File: src/rtl/cpu_pkg.sv
// Shared definitions for the 16-bit processor control path: opcodes,
// instruction field positions, sequencer states and the decoded-instruction bundle.
package cpu_pkg;

  localparam logic [3:0] OP_ADD  = 4'd0;
  localparam logic [3:0] OP_SUB  = 4'd1;
  localparam logic [3:0] OP_AND  = 4'd2;
  localparam logic [3:0] OP_OR   = 4'd3;
  localparam logic [3:0] OP_XOR  = 4'd4;
  localparam logic [3:0] OP_MOV  = 4'd5;
  localparam logic [3:0] OP_ANDI = 4'd6;
  localparam logic [3:0] OP_ORI  = 4'd7;
  localparam logic [3:0] OP_XORI = 4'd8;
  localparam logic [3:0] OP_ADDI = 4'd9;
  localparam logic [3:0] OP_SUBI = 4'd10;
  localparam logic [3:0] OP_JMP  = 4'd11;
  localparam logic [3:0] OP_BEZ  = 4'd12;
  localparam logic [3:0] OP_NOP  = 4'd15;

  localparam int OP_HI  = 15;
  localparam int OP_LO  = 12;
  localparam int RD_HI  = 11;
  localparam int RD_LO  = 8;
  localparam int RS1_HI = 7;
  localparam int RS1_LO = 4;
  localparam int RS2_HI = 3;
  localparam int RS2_LO = 0;
  localparam int IMM_HI = 7;
  localparam int IMM_LO = 0;
  localparam int TGT_HI = 11;
  localparam int TGT_LO = 0;

  typedef enum logic [2:0] {
    ST_IDLE,
    ST_FETCH,
    ST_DECODE,
    ST_EXEC,
    ST_WB,
    ST_HALT
  } state_t;

  typedef struct packed {
    logic [3:0]  codop;
    logic [15:0] imm;
    logic [3:0]  ra1;
    logic [3:0]  ra2;
    logic [3:0]  wa;
    logic        is_alu;
    logic        is_jmp;
    logic        is_bez;
    logic        illegal;
  } decode_t;

  // Only the arithmetic ops produce meaningful status; logic ops leave flags alone.
  function automatic logic sets_flags(input logic [3:0] op);
    return (op == OP_ADD) || (op == OP_SUB) || (op == OP_ADDI) || (op == OP_SUBI);
  endfunction

endpackage

File: src/rtl/alu_sequencer_if.sv
// Bundles the sequencer's instruction-memory, ALU and register-file connections.
interface alu_sequencer_if #(
  parameter int PC_W = 16
);
  logic            imem_req;
  logic [PC_W-1:0] imem_addr;
  logic            imem_ack;
  logic [15:0]     imem_data;
  logic [3:0]      alu_codop;
  logic [15:0]     alu_imm;
  logic [15:0]     alu_result;
  logic            alu_neg;
  logic            alu_overflow;
  logic [3:0]      rf_ra1;
  logic [3:0]      rf_ra2;
  logic [15:0]     rf_rd1;
  logic [15:0]     rf_rd2;
  logic            rf_we;
  logic [3:0]      rf_wa;
  logic [15:0]     rf_wd;

  modport master (
    output imem_req, imem_addr, alu_codop, alu_imm, rf_ra1, rf_ra2, rf_we, rf_wa, rf_wd,
    input  imem_ack, imem_data, alu_result, alu_neg, alu_overflow, rf_rd1, rf_rd2
  );

  modport slave (
    input  imem_req, imem_addr, alu_codop, alu_imm, rf_ra1, rf_ra2, rf_we, rf_wa, rf_wd,
    output imem_ack, imem_data, alu_result, alu_neg, alu_overflow, rf_rd1, rf_rd2
  );
endinterface

File: src/rtl/alu_sequencer_instr_decoder.sv
// Combinational instruction decoder: splits an instruction word into ALU
// controls, register addresses and instruction-class flags.
module instr_decoder
  import cpu_pkg::*;
(
  input  logic [15:0] ir,
  output decode_t     dec
);
  logic [3:0] op;

  always_comb begin
    // NOTE: every output gets a default before the branches, so no path leaves one unassigned and no latch is inferred.
    op          = ir[OP_HI:OP_LO];
    dec         = '0;
    dec.codop   = OP_NOP;
    dec.wa      = ir[RD_HI:RD_LO];

    if (op <= OP_MOV) begin
      dec.is_alu = 1'b1;
      dec.codop  = op;
      dec.ra1    = ir[RS1_HI:RS1_LO];
      dec.ra2    = ir[RS2_HI:RS2_LO];
    end else if (op <= OP_SUBI) begin
      // Immediate forms operate in place on rd.
      dec.is_alu = 1'b1;
      dec.codop  = op;
      dec.ra2    = ir[RD_HI:RD_LO];
      dec.imm    = {{8{ir[IMM_HI]}}, ir[IMM_HI:IMM_LO]};
    end else if (op == OP_JMP) begin
      dec.is_jmp = 1'b1;
    end else if (op == OP_BEZ) begin
      dec.is_bez = 1'b1;
      dec.ra1    = ir[RS1_HI:RS1_LO];
      dec.ra2    = ir[RS2_HI:RS2_LO];
    end else begin
      dec.illegal = 1'b1;
    end
  end
endmodule

File: src/rtl/alu_sequencer.sv
// Multicycle control unit: fetches, decodes and sequences each instruction
// through the registered ALU, owns the PC and status flags, traps illegal ops.
module alu_sequencer
  import cpu_pkg::*;
#(
  parameter int              PC_W     = 16,
  parameter logic [PC_W-1:0] RESET_PC = '0
) (
  input  logic            clk,
  input  logic            rst_n,
  input  logic            run,
  alu_sequencer_if.master bus,
  output logic [PC_W-1:0] pc,
  output logic [2:0]      flags,
  output logic            halted
);
  state_t          state;
  state_t          state_nxt;
  logic [15:0]     ir;
  decode_t         dec;
  logic [PC_W-1:0] pc_inc;
  logic [PC_W-1:0] jmp_target;

  instr_decoder u_decoder (
    .ir  (ir),
    .dec (dec)
  );

  assign pc_inc     = pc + PC_W'(1);
  assign jmp_target = PC_W'(ir[TGT_HI:TGT_LO]);

  always_comb begin
    state_nxt = state;
    case (state)
      ST_IDLE:   if (run) state_nxt = ST_FETCH;
      ST_FETCH:  if (bus.imem_ack) state_nxt = ST_DECODE;
      ST_DECODE: state_nxt = dec.illegal ? ST_HALT : ST_EXEC;
      ST_EXEC:   state_nxt = dec.is_alu ? ST_WB : ST_FETCH;
      ST_WB:     state_nxt = run ? ST_FETCH : ST_IDLE;
      ST_HALT:   state_nxt = ST_HALT;
      default:   state_nxt = ST_IDLE;
    endcase
  end

  // NOTE: registered state uses non-blocking assignments so every flop samples pre-edge values.
  always_ff @(posedge clk or negedge rst_n) begin
    if (!rst_n) begin
      state <= ST_IDLE;
      pc    <= RESET_PC;
      ir    <= '0;
      flags <= '0;
    end else begin
      state <= state_nxt;
      if (state == ST_FETCH && bus.imem_ack) ir <= bus.imem_data;
      if (state == ST_EXEC) begin
        if (dec.is_jmp)      pc <= jmp_target;
        else if (dec.is_bez) pc <= (bus.rf_rd1 == '0) ? PC_W'(bus.rf_rd2) : pc_inc;
      end
      if (state == ST_WB) begin
        pc <= pc_inc;
        if (sets_flags(ir[OP_HI:OP_LO]))
          flags <= {bus.alu_neg, bus.alu_result == '0, bus.alu_overflow};
      end
    end
  end

  // Outputs decode from state so an asynchronous reset drops req/we at once.
  assign bus.imem_req  = (state == ST_FETCH);
  assign bus.imem_addr = pc;
  assign bus.alu_codop = (state == ST_EXEC) ? dec.codop : OP_NOP;
  assign bus.alu_imm   = dec.imm;
  assign bus.rf_ra1    = dec.ra1;
  assign bus.rf_ra2    = dec.ra2;
  assign bus.rf_we     = (state == ST_WB);
  assign bus.rf_wa     = dec.wa;
  assign bus.rf_wd     = bus.alu_result;
  assign halted        = (state == ST_HALT);
endmodule
File: src/flat_wrapper.sv
// flat-port wrapper written by rule: the top's interface ports become plain ports
module alu_sequencer_flat import cpu_pkg::*;
#(
  parameter int              PC_W     = 16,
  parameter logic [PC_W-1:0] RESET_PC = '0
)
  (clk, rst_n, run, pc, flags, halted, bus_imem_req, bus_imem_addr, bus_alu_codop, bus_alu_imm, bus_rf_ra1, bus_rf_ra2, bus_rf_we, bus_rf_wa, bus_rf_wd, bus_imem_ack, bus_imem_data, bus_alu_result, bus_alu_neg, bus_alu_overflow, bus_rf_rd1, bus_rf_rd2);
  alu_sequencer_if #(.PC_W(PC_W)) bus_i ();
  input  logic clk;
  input  logic rst_n;
  input  logic run;
  output logic [PC_W-1:0] pc;
  output logic [2:0] flags;
  output logic halted;
  output wire logic [$bits(bus_i.imem_req)-1:0] bus_imem_req;
  output wire logic [$bits(bus_i.imem_addr)-1:0] bus_imem_addr;
  output wire logic [$bits(bus_i.alu_codop)-1:0] bus_alu_codop;
  output wire logic [$bits(bus_i.alu_imm)-1:0] bus_alu_imm;
  output wire logic [$bits(bus_i.rf_ra1)-1:0] bus_rf_ra1;
  output wire logic [$bits(bus_i.rf_ra2)-1:0] bus_rf_ra2;
  output wire logic [$bits(bus_i.rf_we)-1:0] bus_rf_we;
  output wire logic [$bits(bus_i.rf_wa)-1:0] bus_rf_wa;
  output wire logic [$bits(bus_i.rf_wd)-1:0] bus_rf_wd;
  input wire logic [$bits(bus_i.imem_ack)-1:0] bus_imem_ack;
  input wire logic [$bits(bus_i.imem_data)-1:0] bus_imem_data;
  input wire logic [$bits(bus_i.alu_result)-1:0] bus_alu_result;
  input wire logic [$bits(bus_i.alu_neg)-1:0] bus_alu_neg;
  input wire logic [$bits(bus_i.alu_overflow)-1:0] bus_alu_overflow;
  input wire logic [$bits(bus_i.rf_rd1)-1:0] bus_rf_rd1;
  input wire logic [$bits(bus_i.rf_rd2)-1:0] bus_rf_rd2;
  assign bus_imem_req = bus_i.imem_req;
  assign bus_imem_addr = bus_i.imem_addr;
  assign bus_alu_codop = bus_i.alu_codop;
  assign bus_alu_imm = bus_i.alu_imm;
  assign bus_rf_ra1 = bus_i.rf_ra1;
  assign bus_rf_ra2 = bus_i.rf_ra2;
  assign bus_rf_we = bus_i.rf_we;
  assign bus_rf_wa = bus_i.rf_wa;
  assign bus_rf_wd = bus_i.rf_wd;
  assign bus_i.imem_ack = bus_imem_ack;
  assign bus_i.imem_data = bus_imem_data;
  assign bus_i.alu_result = bus_alu_result;
  assign bus_i.alu_neg = bus_alu_neg;
  assign bus_i.alu_overflow = bus_alu_overflow;
  assign bus_i.rf_rd1 = bus_rf_rd1;
  assign bus_i.rf_rd2 = bus_rf_rd2;
  alu_sequencer #(.PC_W(PC_W), .RESET_PC(RESET_PC)) u_core (.clk(clk), .rst_n(rst_n), .run(run), .bus(bus_i), .pc(pc), .flags(flags), .halted(halted));
endmodule
File: config.mk
export PLATFORM = sky130hd
export DESIGN_NAME = alu_sequencer_flat
export DESIGN_NICKNAME = d
export VERILOG_FILES = /design/src/rtl/cpu_pkg.sv /design/src/rtl/alu_sequencer_if.sv /design/src/rtl/alu_sequencer_instr_decoder.sv /design/src/rtl/alu_sequencer.sv /design/src/flat_wrapper.sv
export SDC_FILE = /design/constraint.sdc
export NUM_CORES = 1
export LEC_CHECK = 0
export CAP_MARGIN = 15
export CORE_MARGIN = 2
export CORE_UTILIZATION = 43
export CTS_BUF_LIST = sky130_fd_sc_hd__clkbuf_16
export DETAILED_ROUTE_END_ITERATION = 8
export PLACE_DENSITY = 0.87
export SETUP_SLACK_MARGIN = 0.4
export SLEW_MARGIN = 25
export SYNTH_ARGS = -nofsm -noshare
export SYNTH_HDL_FRONTEND = slang
export SYNTH_SLANG_ARGS = --single-unit
File: constraint.sdc
create_clock -name clk -period 6.1 [get_ports clk]
set_clock_uncertainty 0.05 [all_clocks]
set_input_delay 1.22 -clock clk [delete_from_list [all_inputs] [get_ports clk]]
set_output_delay 1.22 -clock clk [all_outputs]
set_load 0.02 [all_outputs]
Word level (Yosys, flattened, before mapping)
Index checks and enable logic that the tools add are counted.

word-level totals
  bits in registers = 38
  output and inout bits = 86
  logic and storage cells = 60

cells by class
  add/subtract/negate cells = 1
  magnitude comparators = 2
  equality and inequality tests = 12
  muxes and demuxes = 28
  reduce and logical (&&, ||, !) cells = 13

operator list
  cell                                                                              count
  16-bit 2-to-1 mux                                                                 6
  16-bit zero test                                                                  2
  8-bit 2-to-1 mux                                                                  3
  20-bit 2-to-1 mux                                                                 1
  3-bit 2-to-1 mux                                                                  6
  3-bit one-hot mux with 6 select lines                                             1
  16-bit by 1-bit adder with 16-bit output, second input constant                   1
  4-bit equality test, second input constant                                        4
  4-bit 2-to-1 mux                                                                  4
  3-bit by 2-bit equality test with 1-bit output, second input constant             2
  3-bit equality test, second input constant                                        2
  1-bit 2-to-1 mux                                                                  6
  2-bit AND reduction                                                               3
  4-bit by 1-bit equality test with 1-bit output, second input constant             1
  4-bit by 3-bit less-or-equal comparator with 1-bit output, second input constant  1
  4-bit less-or-equal comparator, second input constant                             1
  4-bit zero test                                                                   1
  3-bit by 1-bit equality test with 1-bit output, second input constant             1
  3-bit zero test                                                                   1
  1-bit logical OR                                                                  3
  3-bit nonzero test                                                                1
  2-bit 2-to-1 mux                                                                  1
  2-bit by 1-bit != test with 1-bit output, second input constant                   1
  2-bit != test, second input constant                                              1
  other kinds (2)                                                                   2

Longest topological paths before layout
Gate-level depths: netlist of run 1.

  word-level depth = 9
  gate-level depth with buffers = 8

Cells and area by module
A second synthesis of run 1 with hierarchy kept.

unflattened totals
  cell total of the unflattened synthesis = 336
  area total of the unflattened synthesis = 2,952.8 µm²

modules (own cells, without submodules)
  module         instances  cells each  area an instance (µm²)
  alu_sequencer  1          267         2,498.6
  instr_decoder  1          69          454.2

Least setup slack after synthesis of run 1
No wires, ideal clock.

  path type = register -> output
  from = register u_core.ir[13]
  to = output bus_alu_imm[10]
  data arrival time = 1,788 ps
  data required time = 4,830 ps
  setup slack = 3,042 ps
  cell stages (with the launch flop) = 7
  path buffers = 3
  path through = dfrtp_1 -> buf_6 -> and2_1 -> o31ai_1 -> clkbuf_1 -> and2_1 -> buf_4

on the way
  longest elaborated chain between the ends = 3

ends and longest elaborated chain
  what                            RTL line                           RTL
  from (decl)                     alu_sequencer.sv:19                logic [15:0] ir;
  from (signal assigned)          alu_sequencer.sv:54                if (state == ST_FETCH && bus.imem_ack) ir <= bus.imem_data;
  4-bit less-or-equal comparator  alu_sequencer_instr_decoder.sv:23  end else if (op <= OP_SUBI) begin
  20-bit 2-to-1 mux               alu_sequencer_instr_decoder.sv:23
  16-bit 2-to-1 mux (*)           alu_sequencer_instr_decoder.sv:18  if (op <= OP_MOV) begin
  to (decl)                       flat_wrapper.sv:18                 output wire logic [$bits(bus_i.alu_imm)-1:0] bus_alu_imm;

Mark *: on every way between the ends. The rest lies on a longest branch, timed or not.

Worst setup path after layout of run 1
  from = register u_core.ir[13]
  to = output bus_alu_imm[7]

The elaborated chain is that of the path after synthesis.

==> metrics.txt, run 1 <==
# TYPE chip_impl_metric gauge
chip_impl_metric{name="setup_total_negative_slack",unit="ns"} 0
chip_impl_metric{name="final-setup-viol-count",unit=""} 0
chip_impl_metric{name="detailroute.via_count",unit=""} 2898
chip_impl_info{name="startpoint",value="u_core.ir[13]$_DFFE_PN0P_"} 1
chip_impl_metric{name="tritoncts.num_buffers",unit=""} 5
chip_impl_metric{name="gp_routability_congestion",unit=""} 0.826
chip_impl_metric{name="layout_setup_ws",unit="ns"} 2.09
chip_impl_metric{name="detail_route.drc_violations",unit=""} 5
chip_impl_metric{name="power.share.combinational",unit="%"} 60.1
chip_impl_metric{name="post_route_fraction_of_the_period_consumed_by_the_critical_path",unit="%"} 65.8
chip_impl_metric{name="syn-cell-area",unit="um^2"} 2880
chip_impl_info{name="ys.flop_type",value="sky130_fd_sc_hd__dfrtp_1"} 1
chip_impl_metric{name="power.total",unit="uW"} 1950
chip_impl_metric{name="timing.final.hold_violations",unit=""} 0
chip_impl_info{name="worstReg2RegStart",value="u_core.state[1]$_DFFE_PN0P_"} 1
chip_impl_info{name="crit_path_end_kind",value="output port"} 1
chip_impl_metric{name="dieHeight",unit="um"} 85.8
chip_impl_metric{name="dpl.hpwl",unit="um"} 6620
chip_impl_metric{name="worstPathMaxFanout",unit=""} 12
chip_impl_metric{name="nFillCells",unit=""} 517
chip_impl_metric{name="achievable-frequency",unit="MHz"} 249
chip_impl_metric{name="cts_sinks",unit=""} 38
chip_impl_info{name="critical_path.endpoint",value="bus_alu_imm[7]"} 1
chip_impl_info{name="crit-reg2reg-capture",value="u_core.bus.imem_addr[13]$_DFFE_PN0P_"} 1
chip_impl_metric{name="fin_area",unit="um^2"} 4240
chip_impl_metric{name="power.ir.vdd_worst",unit="mV"} 0.367
chip_impl_metric{name="insertion_delay",unit="ns"} 0.28
chip_impl_info{name="worst-setup-path-type",value="flip-flop to output port"} 1
chip_impl_metric{name="reg2reg_depth",unit=""} 6
chip_impl_metric{name="nNetsFinal",unit=""} 493
chip_impl_metric{name="required",unit="ns"} 4.83
chip_impl_metric{name="postSynth.asyncResetShare",unit="%"} 100
chip_impl_metric{name="post_synth.cell_area_avg",unit="um^2"} 9.03
chip_impl_metric{name="yosys_register_bits",unit=""} 38
chip_impl_metric{name="clock_path_buffers",unit=""} 2
chip_impl_metric{name="synth-seq-area-share",unit="%"} 33.0
chip_impl_metric{name="fin_crit",unit="ns"} 4.01
chip_impl_metric{name="power_frac_seq",unit="%"} 27.4
chip_impl_metric{name="cts_post_setup_buffers_inserted",unit=""} 0
chip_impl_metric{name="detail_route.wirelength",unit="um"} 8860
chip_impl_metric{name="power_density",unit="nW/um^2"} 460
chip_impl_metric{name="gr_util_all_layers",unit="%"} 24.2
chip_impl_metric{name="switching_share",unit="%"} 44.5
chip_impl_metric{name="postCtsHoldBufs",unit=""} 0
chip_impl_metric{name="p_clk_share",unit="%"} 12.5
chip_impl_metric{name="largest_net_degree_at_the_start_of_global_routing",unit=""} 39
chip_impl_info{name="cts.root.buffer_cell",value="sky130_fd_sc_hd__clkbuf_16"} 1
chip_impl_metric{name="initial_utilization",unit="%"} 44.8
chip_impl_metric{name="clk_pin_slew",unit="ns"} 0.06
chip_impl_metric{name="synth.net_count",unit=""} 390
chip_impl_metric{name="die_x",unit="um"} 85.8
chip_impl_metric{name="first_iter_violations",unit=""} 199
chip_impl_metric{name="actual_slew_at_the_worst_max_slew_pin",unit="ns"} 0.865
chip_impl_metric{name="io_buffers",unit=""} 155
chip_impl_metric{name="relSlewSlack",unit="%"} 42.4
chip_impl_metric{name="grt_first_pass_wirelength",unit="um"} 14500
chip_impl_metric{name="maxSlewViolCount",unit=""} 0
chip_impl_metric{name="netlist_instances",unit=""} 319
chip_impl_metric{name="netSwitchingPower",unit="uW"} 867
chip_impl_metric{name="drtAntennaViolNets",unit=""} 0
chip_impl_metric{name="power_leakage",unit="uW"} 0.00160
chip_impl_metric{name="post_cts_resize_count",unit=""} 0
chip_impl_metric{name="number_of_global_route_vias_before_repair",unit=""} 2900
chip_impl_info{name="worstHoldStart",value="u_core.flags[1]$_DFFE_PN0P_"} 1
chip_impl_metric{name="max_cap_viol_count",unit=""} 0
chip_impl_metric{name="num_rows",unit=""} 29
chip_impl_metric{name="reg2reg_setup_slack",unit="ns"} 3.53
chip_impl_metric{name="antenna_cells",unit=""} 0
chip_impl_metric{name="non_filler_instance_count_after_layout",unit=""} 500
chip_impl_metric{name="power.internal",unit="uW"} 1080
chip_impl_metric{name="first_pass_iters",unit=""} 7
chip_impl_metric{name="final_layout_size_suffix_gt1_share",unit="%"} 9.46
chip_impl_metric{name="core-area",unit="um^2"} 6420
chip_impl_metric{name="critical_path_arrival",unit="ns"} 2.74
chip_impl_metric{name="die-area",unit="um^2"} 7370
chip_impl_metric{name="place_ws",unit="ns"} 2.05
chip_impl_metric{name="wl_per_cell",unit="um"} 17.7
chip_impl_metric{name="post_synth_num_cell_types",unit=""} 61
chip_impl_metric{name="synth_enable_flop_cells",unit=""} 0
chip_impl_info{name="timing.critical_path.from_type",value="flip-flop"} 1
chip_impl_info{name="rsz0062_at_grt",value="no"} 1
chip_impl_info{name="hold_path.class",value="flip-flop to flip-flop"} 1
chip_impl_info{name="clock_tree_from_tritoncts",value="yes"} 1
chip_impl_metric{name="placed_cells_incl_taps",unit=""} 492
chip_impl_metric{name="yosysWarnings",unit=""} 0
chip_impl_info{name="run_status",value="complete, but fails checks"} 1
chip_impl_metric{name="clock_tree.htree_level_count",unit=""} 2
chip_impl_metric{name="via_per_inst",unit=""} 5.80
chip_impl_metric{name="ios",unit=""} 156
chip_impl_metric{name="grt_antenna_before_repair",unit=""} 0
chip_impl_metric{name="placement.cell_area",unit="um^2"} 4100
chip_impl_info{name="failed_checks",value="DRC"} 1
chip_impl_metric{name="gr-total-overflow",unit=""} 0
chip_impl_metric{name="min_path_cells",unit=""} 2
chip_impl_metric{name="areaGrowthSynthToFinish",unit="%"} 47.3
==> through the flow <==
stage / utilization, % / hold slack [ns]
CTS: 66.0 / 0.436
finish: 66.0 / 0.433
global route: 66.0 / 0.455
floorplan: - / 0.432
detailed placement: 63.8 / 0.424
global placement: 63.8 / 0.414
==> cell usage after synthesis, drive strengths merged (4+ instances only) <==
cell    count  area, um^2
a21oi      19         106
a22o        5        43.8
a32o        4        40.0
and2       16         103
and3        5        31.3
buf        56         412
dfrtp      38         951
mux2       16         188
nand2      19        71.3
nand2b      4        25.0
nand3      13        65.1
nand4       8        56.3
nor2       17        68.8
nor3        5        25.0
nor4       11        93.8
o21ai      28         144
==> worst min-delay path by stage <==
stage	to	slack, ns
after detailed placement	u_core.flags[1]$_DFFE_PN0P_	0.42
after global placement	u_core.flags[1]$_DFFE_PN0P_	0.41
after CTS	u_core.flags[1]$_DFFE_PN0P_	0.44
after floorplan	u_core.state[1]$_DFFE_PN0P_	0.43
after global routing	u_core.flags[1]$_DFFE_PN0P_	0.46
final	u_core.flags[1]$_DFFE_PN0P_	0.43
==> metal layers <==
metal	vias to the layer above	share of wire, %	GRT usage (%)
li1	1350	-	-
met1	1404	40	30.8
met2	134	52	42.1
met3	10	7.5	5.77
met4	0	1.1	4.62
met5	-	0	0
==> worst max-delay path, cell delays in order (launching register included) <==
cell,delay (ns)
sky130_fd_sc_hd__dfrtp_1,0.48
sky130_fd_sc_hd__and2_1,0.23
sky130_fd_sc_hd__o31ai_2,0.63
sky130_fd_sc_hd__and2_1,0.44
sky130_fd_sc_hd__clkdlybuf4s50_1,0.69
==> layout by cell type, fill, tap and decap left out, types with 13 or more instances in the layout <==
cell | netlist | routed
sky130_fd_sc_hd__a21oi_1 | 18 | 18
sky130_fd_sc_hd__mux2_2 | 14 | 14
sky130_fd_sc_hd__nor2_1 | 15 | 15
sky130_fd_sc_hd__clkdlybuf4s50_1 | 0 | 154
sky130_fd_sc_hd__and2_1 | 15 | 15
sky130_fd_sc_hd__dfrtp_1 | 38 | 38
sky130_fd_sc_hd__nand2_1 | 19 | 19
sky130_fd_sc_hd__o21ai_0 | 27 | 27
sky130_fd_sc_hd__nand3_1 | 13 | 13
==> registers in the layout, summed over array words and instances, names as in the netlist <==
name and flops:
u_core.ir 16, u_core.state 3, u_core.flags 3, u_core.bus.imem_addr 16
==> final cells by class <==
class	instances	area (um^2)	area share [%]
clock buffers	5	125	2.95
clock inverters	3	12.5	0.295
inverters	4	16.3	0.383
multi-input cells	218	1490	35.2
flip-flops and latches	38	951	22.4
well taps	77	96.3	2.27
repair buffers	155	1550	36.5
==> power groups by stage <==
| stage | sequential (uW) | clock, uW | combinational [uW] |
|---|---|---|---|
| after CTS | 529 | 248 | 1170 |
| after floorplan | 511 | 0 | 742 |
| final | 535 | 243 | 1170 |
| after global placement | 519 | 0 | 1140 |
| after global routing | 556 | 258 | 1240 |
| after detailed placement | 531 | 0 | 1160 |
==> logic make-up (layout without fill, tap and decap cells) <==
logic type / after synthesis / count (layout) / synth area share, %
AOI/OAI and AO/OA: 85 / 85 / 20.9
xor gates and xnor gates: 1 / 1 / 0.304
adders and majority gates: 1 / 1 / 0.435
buffers and inverters: 63 / 167 / 15.3
DFF: 38 / 38 / 33.0
muxes: 16 / 16 / 6.52
and+or+nand+nor: 115 / 115 / 23.6
Note: power is estimated with default switching activity, not from simulation.
==> run 2, diff against run 1 <==
CORE_UTILIZATION = 40   (was 43)
PLACE_DENSITY = 0.82   (was 0.87)
clock period = 4 ns   (was 6.1 ns; I/O delays follow)
==> run 2 against run 1 <==
The run now ends clean. First-iteration DRC count shrank 18%. Worst hold slack lost 0.0037 ns. Routed wire length shrank 3.6%. Worst setup slack lost 1.3 ns. Sequential power grew 51%. Non-clock buffer count grew 2. Sequential share of layout area shrank 0.18 points. Utilization shrank 3.8 points. Critical path type unchanged. Critical endpoint is now bus_alu_imm[15].
==> metrics.txt, run 2 (same netlist as run 1, synthesis figures left out) <==
# TYPE chip_impl_metric gauge
chip_impl_metric{name="cts_sinks",unit=""} 38
chip_impl_metric{name="die-area",unit="um^2"} 7890
chip_impl_info{name="final_cell_mix",value="sky130_fd_sc_hd__clkdlybuf4s50_1 (154), sky130_fd_sc_hd__dfrtp_1 (38), sky130_fd_sc_hd__o21ai_0 (27)"} 1
chip_impl_metric{name="nNetsFinal",unit=""} 495
chip_impl_metric{name="number_of_global_route_vias_before_repair",unit=""} 2604
chip_impl_metric{name="clock_tree.htree_level_count",unit=""} 2
chip_impl_info{name="worst_path_most_repeated_cell",value="sky130_fd_sc_hd__and2_1"} 1
chip_impl_metric{name="ios",unit=""} 156
chip_impl_metric{name="fin_crit",unit="ns"} 3.17
chip_impl_info{name="timing.critical_path.from_type",value="flip-flop"} 1
chip_impl_metric{name="final-setup-viol-count",unit=""} 0
chip_impl_info{name="crit_path_end_kind",value="output port"} 1
chip_impl_metric{name="timing.final.hold_violations",unit=""} 0
chip_impl_info{name="critical_path_s_top_delay_family",value="buffers and inverters"} 1
chip_impl_metric{name="cpPeakStageDelay",unit="ns"} 0.68
chip_impl_metric{name="fin_area",unit="um^2"} 4280
chip_impl_metric{name="postCtsHoldBufs",unit=""} 0
chip_impl_metric{name="max_cap_viol_count",unit=""} 0
chip_impl_metric{name="gp_routability_congestion",unit=""} 0.860
chip_impl_metric{name="gr-total-overflow",unit=""} 0
chip_impl_metric{name="drtAntennaViolNets",unit=""} 0
chip_impl_info{name="ordered_list_of_cells_on_the_worst_path",value="and2_1 > o31ai_1 > and2_1 > clkdlybuf4s50_1"} 1
chip_impl_metric{name="first_iter_violations",unit=""} 163
chip_impl_metric{name="dieHeight",unit="um"} 88.8
chip_impl_metric{name="nFillCells",unit=""} 584
chip_impl_info{name="worst-setup-path-type",value="flip-flop to output port"} 1
chip_impl_metric{name="first_pass_iters",unit=""} 5
chip_impl_metric{name="power_density",unit="nW/um^2"} 692
chip_impl_metric{name="achievable-frequency",unit="MHz"} 315
chip_impl_info{name="timing.critical_path.slowest_stage_cell",value="sky130_fd_sc_hd__clkdlybuf4s50_1"} 1
chip_impl_metric{name="post_route_fraction_of_the_period_consumed_by_the_critical_path",unit="%"} 79.3
chip_impl_metric{name="io_buffers",unit=""} 155
chip_impl_metric{name="setup_total_negative_slack",unit="ns"} 0
chip_impl_metric{name="power_leakage",unit="uW"} 0.00160
chip_impl_metric{name="num_rows",unit=""} 30
chip_impl_metric{name="wl_per_cell",unit="um"} 16.4
chip_impl_metric{name="actual_slew_at_the_worst_max_slew_pin",unit="ns"} 0.896
chip_impl_metric{name="final_layout_size_suffix_gt1_share",unit="%"} 9.65
chip_impl_metric{name="grt_antenna_before_repair",unit=""} 0
chip_impl_metric{name="clock_path_buffers",unit=""} 2
chip_impl_info{name="rsz0062_at_grt",value="no"} 1
chip_impl_metric{name="largest_net_degree_at_the_start_of_global_routing",unit=""} 39
chip_impl_metric{name="placement.cell_area",unit="um^2"} 4140
chip_impl_metric{name="post_cts_resize_count",unit=""} 0
chip_impl_metric{name="detail_route.wirelength",unit="um"} 8530
chip_impl_metric{name="required",unit="ns"} 3.15
chip_impl_info{name="mostFrequentLayoutCell",value="sky130_fd_sc_hd__clkdlybuf4s50_1"} 1
chip_impl_info{name="run_status",value="completed"} 1
chip_impl_metric{name="die_x",unit="um"} 88.8
chip_impl_metric{name="core-area",unit="um^2"} 6870
chip_impl_metric{name="worstPathMaxFanout",unit=""} 11
chip_impl_metric{name="initial_utilization",unit="%"} 41.9
chip_impl_metric{name="tritoncts.num_buffers",unit=""} 5
chip_impl_metric{name="clk_pin_slew",unit="ns"} 0.05
chip_impl_metric{name="final.hold.worst_slack",unit="ns"} 0.429
chip_impl_metric{name="cp.buffers_inverters",unit=""} 1
chip_impl_metric{name="critical_path_arrival",unit="ns"} 2.32
chip_impl_metric{name="areaGrowthSynthToFinish",unit="%"} 48.5
chip_impl_info{name="clock_tree_from_tritoncts",value="yes"} 1
chip_impl_metric{name="cts_post_setup_buffers_inserted",unit=""} 0
chip_impl_metric{name="via_per_inst",unit=""} 5.44
chip_impl_metric{name="reg2reg_setup_slack",unit="ns"} 1.68
chip_impl_metric{name="dpl.hpwl",unit="um"} 6530
chip_impl_metric{name="detail_route.drc_violations",unit=""} 0
chip_impl_info{name="cts.root.buffer_cell",value="sky130_fd_sc_hd__clkbuf_16"} 1
chip_impl_info{name="hold_path.class",value="flip-flop to flip-flop"} 1
chip_impl_metric{name="power.ir.vdd_worst",unit="mV"} 0.570
chip_impl_metric{name="antenna_cells",unit=""} 0
chip_impl_metric{name="maxSlewViolCount",unit=""} 0
chip_impl_metric{name="relSlewSlack",unit="%"} 40.2
chip_impl_metric{name="detailroute.via_count",unit=""} 2834
chip_impl_metric{name="insertion_delay",unit="ns"} 0.28
chip_impl_metric{name="gr_util_all_layers",unit="%"} 21.8
chip_impl_metric{name="grt_first_pass_wirelength",unit="um"} 13400
==> run 2: changes by cell type in the layout (fill, tap and decap cells not counted) <==
cell                      change
sky130_fd_sc_hd__buf_4        +2
sky130_fd_sc_hd__o31ai_2      -1
sky130_fd_sc_hd__o31ai_1      +1
==> run 2: power by group <==
part / internal (uW) / switching (uW) / total [uW] / leakage (uW)
sequential: 544 / 262 / 807 / 0.000445
combinational: 889 / 887 / 1780 / 0.00109
clock: 225 / 151 / 376 / 0.0000724
total: 1660 / 1300 / 2960 / 0.00160
==> run 2: routing by layer <==
metal	vias to the layer above	GRT usage [%]	routed length, um
li1	1354	-	-
met1	1356	31.4	3780
met2	113	32.7	4080
met3	11	5.04	550
met4	0	6.34	121
met5	-	0	0
==> run 2: area by class of cell <==
type / count / area [um^2] / share of cell area, %
Clock inverter: 3 / 12.5 / 0.293
Multi-Input combinational cell: 218 / 1490 / 34.8
Inverter: 4 / 16.3 / 0.380
Tap cell: 96 / 120 / 2.81
Sequential cell: 38 / 951 / 22.2
Timing Repair Buffer: 157 / 1560 / 36.5
Clock buffer: 5 / 125 / 2.93
==> run 2: tightest hold or removal path, cell delays in order, from the launching register on <==
cell                      delay [ns]
sky130_fd_sc_hd__dfrtp_1        0.33
sky130_fd_sc_hd__nand2_1        0.05
sky130_fd_sc_hd__o21ai_0        0.06
==> run 2: path summary, 6_finish.rpt <==
check / startpoint / end / cells past startpoint
min: u_core.flags[1]$_DFFE_PN0P_ / u_core.flags[1]$_DFFE_PN0P_ / 2
min in group asynchronous: rst_n / u_core.bus.imem_addr[7]$_DFFE_PN0P_ / 1
max: u_core.ir[13]$_DFFE_PN0P_ / bus_alu_imm[15] / 4
max in group asynchronous: rst_n / u_core.ir[15]$_DFFE_PN0P_ / 1
max reg2reg: u_core.ir[14]$_DFFE_PN0P_ / u_core.bus.imem_addr[7]$_DFFE_PN0P_ / 4
min reg2reg: u_core.flags[1]$_DFFE_PN0P_ / u_core.flags[1]$_DFFE_PN0P_ / 2
==> run 2: stage by stage <==
stage / power [uW] / instances / util [%] / setup WS, ns
after floorplan: 1910 / 319 / - / 1.36
after global placement: 2540 / 513 / 60.2 / 1.19
after detailed placement: 2580 / 513 / 60.2 / 1.08
after CTS: 2970 / 521 / 62.2 / 0.809
after global routing: 3130 / 521 / 62.2 / 0.695
final: 2960 / 521 / 62.2 / 0.828
==> run 3, diff against run 2 <==
CORE_UTILIZATION = 36   (was 40)
PLACE_DENSITY = 0.78   (was 0.82)
clock period = 2.7 ns   (was 4 ns; I/O delays follow)
==> run 3 against run 2 <==
Die area up 11%. Register-to-register slack worse by 1.1 ns. Routed wire length up 6.3%. First-iteration DRC count down 1.2%. Highest routed layer unchanged. Worst hold slack worse by 0.083 ns. Sequential power up 41%. Largest cell class unchanged.
==> metrics.txt, run 3 (same netlist as run 1, synthesis figures left out) <==
# TYPE chip_impl_metric gauge
chip_impl_metric{name="wl_per_cell",unit="um"} 16.8
chip_impl_metric{name="antenna_cells",unit=""} 0
chip_impl_metric{name="placement.cell_area",unit="um^2"} 4210
chip_impl_metric{name="power_leakage",unit="uW"} 0.00170
chip_impl_metric{name="actual_slew_at_the_worst_max_slew_pin",unit="ns"} 0.898
chip_impl_metric{name="postCtsHoldBufs",unit=""} 0
chip_impl_info{name="crit_path_end_kind",value="output port"} 1
chip_impl_info{name="final_cell_mix",value="sky130_fd_sc_hd__clkdlybuf4s50_1 (124), sky130_fd_sc_hd__dfrtp_1 (35), sky130_fd_sc_hd__o21ai_0 (26)"} 1
chip_impl_metric{name="switching_share",unit="%"} 45.3
chip_impl_metric{name="clock_path_buffers",unit=""} 2
chip_impl_info{name="timing.critical_path.from_type",value="primary input"} 1
chip_impl_metric{name="maxSlewViolCount",unit=""} 0
chip_impl_metric{name="worstPathMaxFanout",unit=""} 2
chip_impl_metric{name="p_clk_share",unit="%"} 12.2
chip_impl_metric{name="achievable-frequency",unit="MHz"} 438
chip_impl_metric{name="timing.final.hold_violations",unit=""} 0
chip_impl_metric{name="first_pass_iters",unit=""} 5
chip_impl_metric{name="power.internal",unit="uW"} 2400
chip_impl_metric{name="io_buffers",unit=""} 155
chip_impl_metric{name="cts_sinks",unit=""} 38
chip_impl_metric{name="cp.buffers_inverters",unit=""} 2
chip_impl_metric{name="gr-total-overflow",unit=""} 0
chip_impl_info{name="cts.root.buffer_cell",value="sky130_fd_sc_hd__clkbuf_16"} 1
chip_impl_metric{name="netSwitchingPower",unit="uW"} 1990
chip_impl_info{name="worst-setup-path-type",value="primary input to output port"} 1
chip_impl_metric{name="via_per_inst",unit=""} 5.44
chip_impl_metric{name="final.hold.worst_slack",unit="ns"} 0.347
chip_impl_info{name="mostFrequentLayoutCell",value="sky130_fd_sc_hd__clkdlybuf4s50_1"} 1
chip_impl_metric{name="final_layout_size_suffix_gt1_share",unit="%"} 20.8
chip_impl_metric{name="final-setup-viol-count",unit=""} 0
chip_impl_metric{name="detail_route.wirelength",unit="um"} 9070
chip_impl_metric{name="largest_net_degree_at_the_start_of_global_routing",unit=""} 39
chip_impl_metric{name="non_filler_instance_count_after_layout",unit=""} 540
chip_impl_info{name="clock_tree_from_tritoncts",value="yes"} 1
chip_impl_metric{name="utilization",unit="%"} 55.7
chip_impl_metric{name="power_density",unit="nW/um^2"} 1020
chip_impl_metric{name="cpPeakStageDelay",unit="ns"} 0.64
chip_impl_metric{name="num_rows",unit=""} 32
chip_impl_metric{name="setup_total_negative_slack",unit="ns"} 0
chip_impl_info{name="run_status",value="completed"} 1
chip_impl_metric{name="required",unit="ns"} 2.11
chip_impl_metric{name="areaGrowthSynthToFinish",unit="%"} 49.4
chip_impl_metric{name="tritoncts.num_buffers",unit=""} 5
chip_impl_metric{name="clk_pin_slew",unit="ns"} 0.05
chip_impl_metric{name="power.ir.vdd_worst",unit="mV"} 0.625
chip_impl_metric{name="dpl.hpwl",unit="um"} 6850
chip_impl_metric{name="initial_utilization",unit="%"} 37.3
chip_impl_info{name="ordered_list_of_cells_on_the_worst_path",value="clkdlybuf4s50_1 > clkdlybuf4s50_1"} 1
chip_impl_metric{name="placed_cells_incl_taps",unit=""} 528
chip_impl_metric{name="first_iter_violations",unit=""} 161
chip_impl_info{name="rsz0062_at_grt",value="yes"} 1
chip_impl_metric{name="post_route_fraction_of_the_period_consumed_by_the_critical_path",unit="%"} 84.6
chip_impl_metric{name="power_frac_seq",unit="%"} 26.0
chip_impl_metric{name="dieHeight",unit="um"} 93.4
chip_impl_metric{name="detail_route.drc_violations",unit=""} 0
chip_impl_metric{name="reg2reg_setup_slack",unit="ns"} 0.54
chip_impl_metric{name="critical_path_arrival",unit="ns"} 1.69
chip_impl_metric{name="fin_area",unit="um^2"} 4300
chip_impl_metric{name="insertion_delay",unit="ns"} 0.28
chip_impl_metric{name="nNetsFinal",unit=""} 510
chip_impl_metric{name="gp_routability_congestion",unit=""} 0.859
chip_impl_info{name="worstReg2RegStart",value="u_core.ir[14]$_DFFE_PN0P_"} 1
chip_impl_metric{name="die-area",unit="um^2"} 8730
chip_impl_metric{name="power.share.combinational",unit="%"} 61.8
chip_impl_metric{name="clock_tree.htree_level_count",unit=""} 2
chip_impl_info{name="worst_path_most_repeated_cell",value="sky130_fd_sc_hd__clkdlybuf4s50_1"} 1
chip_impl_metric{name="grt_antenna_before_repair",unit=""} 0
chip_impl_metric{name="fin_crit",unit="ns"} 2.28
chip_impl_metric{name="core-area",unit="um^2"} 7730
chip_impl_metric{name="relSlewSlack",unit="%"} 40.2
chip_impl_metric{name="ios",unit=""} 156
chip_impl_info{name="hold_path.class",value="primary input to asynchronous set/reset pin"} 1
chip_impl_info{name="critical_path_s_top_delay_family",value="buffers and inverters"} 1
chip_impl_metric{name="number_of_global_route_vias_before_repair",unit=""} 2848
chip_impl_metric{name="grt_first_pass_wirelength",unit="um"} 14500
chip_impl_metric{name="drtAntennaViolNets",unit=""} 0
chip_impl_metric{name="detailroute.via_count",unit=""} 2936
chip_impl_info{name="timing.critical_path.slowest_stage_cell",value="sky130_fd_sc_hd__clkdlybuf4s50_1"} 1
chip_impl_metric{name="die_x",unit="um"} 93.4
chip_impl_metric{name="max_cap_viol_count",unit=""} 0
chip_impl_info{name="startpoint",value="bus_alu_result[6]"} 1
chip_impl_metric{name="gr_util_all_layers",unit="%"} 21.0
[run 3: cell types whose count changed in the layout (fill, tap and decap cells not counted), sizes merged]
| cell | change |
|---|---|
| inv | -1 |
| dlygate4sd2 | +3 |
| clkdlybuf4s50 | -30 |
| buf | +23 |
| clkinv | -1 |
| dlymetal6s2s | +1 |
| clkbuf | +18 |
[run 3: area by class of cell]
cell class                 instances  area (um^2)
multi-input combinational        218         1520
clock buffer                       5          125
inverter                           4         16.3
fill                             701         3430
sequential                        38          955
timing repair buffer             172         1550
clock inverter                     1         3.75
tap                              102          128
[run 3: timing repair]
item,in CTS,in global routing
gates resized for setup,69,37
endpoints found under the setup margin,30,37
pin swaps,0,1
setup buffers,6,0
[run 3: per-stage QoR]
step / worst slack [ns] / power, uW
after floorplan: 0.451 / 2830
after global placement: 0.193 / 3860
after detailed placement: 0.143 / 3930
after CTS: 0.315 / 4410
after global routing: 0.360 / 4660
final: 0.417 / 4390
[run 3: final timing paths]
| path | endpoint | cells after the start |
|---|---|---|
| worst max-delay path | bus_rf_wd[6] | 2 |
| worst max register to register | u_core.bus.imem_addr[7]$_DFFE_PN0P_ | 6 |
| max in group asynchronous | u_core.ir[14]$_DFFE_PN0P_ | 1 |
| min in group clk | u_core.flags[1]$_DFFE_PN0P_ | 2 |
| worst min-delay path | u_core.flags[0]$_DFFE_PN0P_ | 1 |
| worst min register to register | u_core.flags[1]$_DFFE_PN0P_ | 2 |
[run 3: power by group through the flow]
| stage | Clock (uW) | Sequential, uW | Combinational [uW] |
|---|---|---|---|
| floorplan | 0 | 1160 | 1680 |
| global placement | 0 | 1130 | 2730 |
| detailed placement | 0 | 1150 | 2780 |
| CTS | 546 | 1130 | 2740 |
| global route | 569 | 1190 | 2900 |
| finish | 535 | 1140 | 2720 |
[run 3: routing by layer]
layer | vias up | GRT usage (%) | routed length (um)
met4 | 0 | 6.86 | 110
met3 | 10 | 5.08 | 614
met2 | 125 | 35.0 | 4620
li1 | 1385 | - | -
met5 | - | 0 | 0
met1 | 1416 | 26.6 | 3720
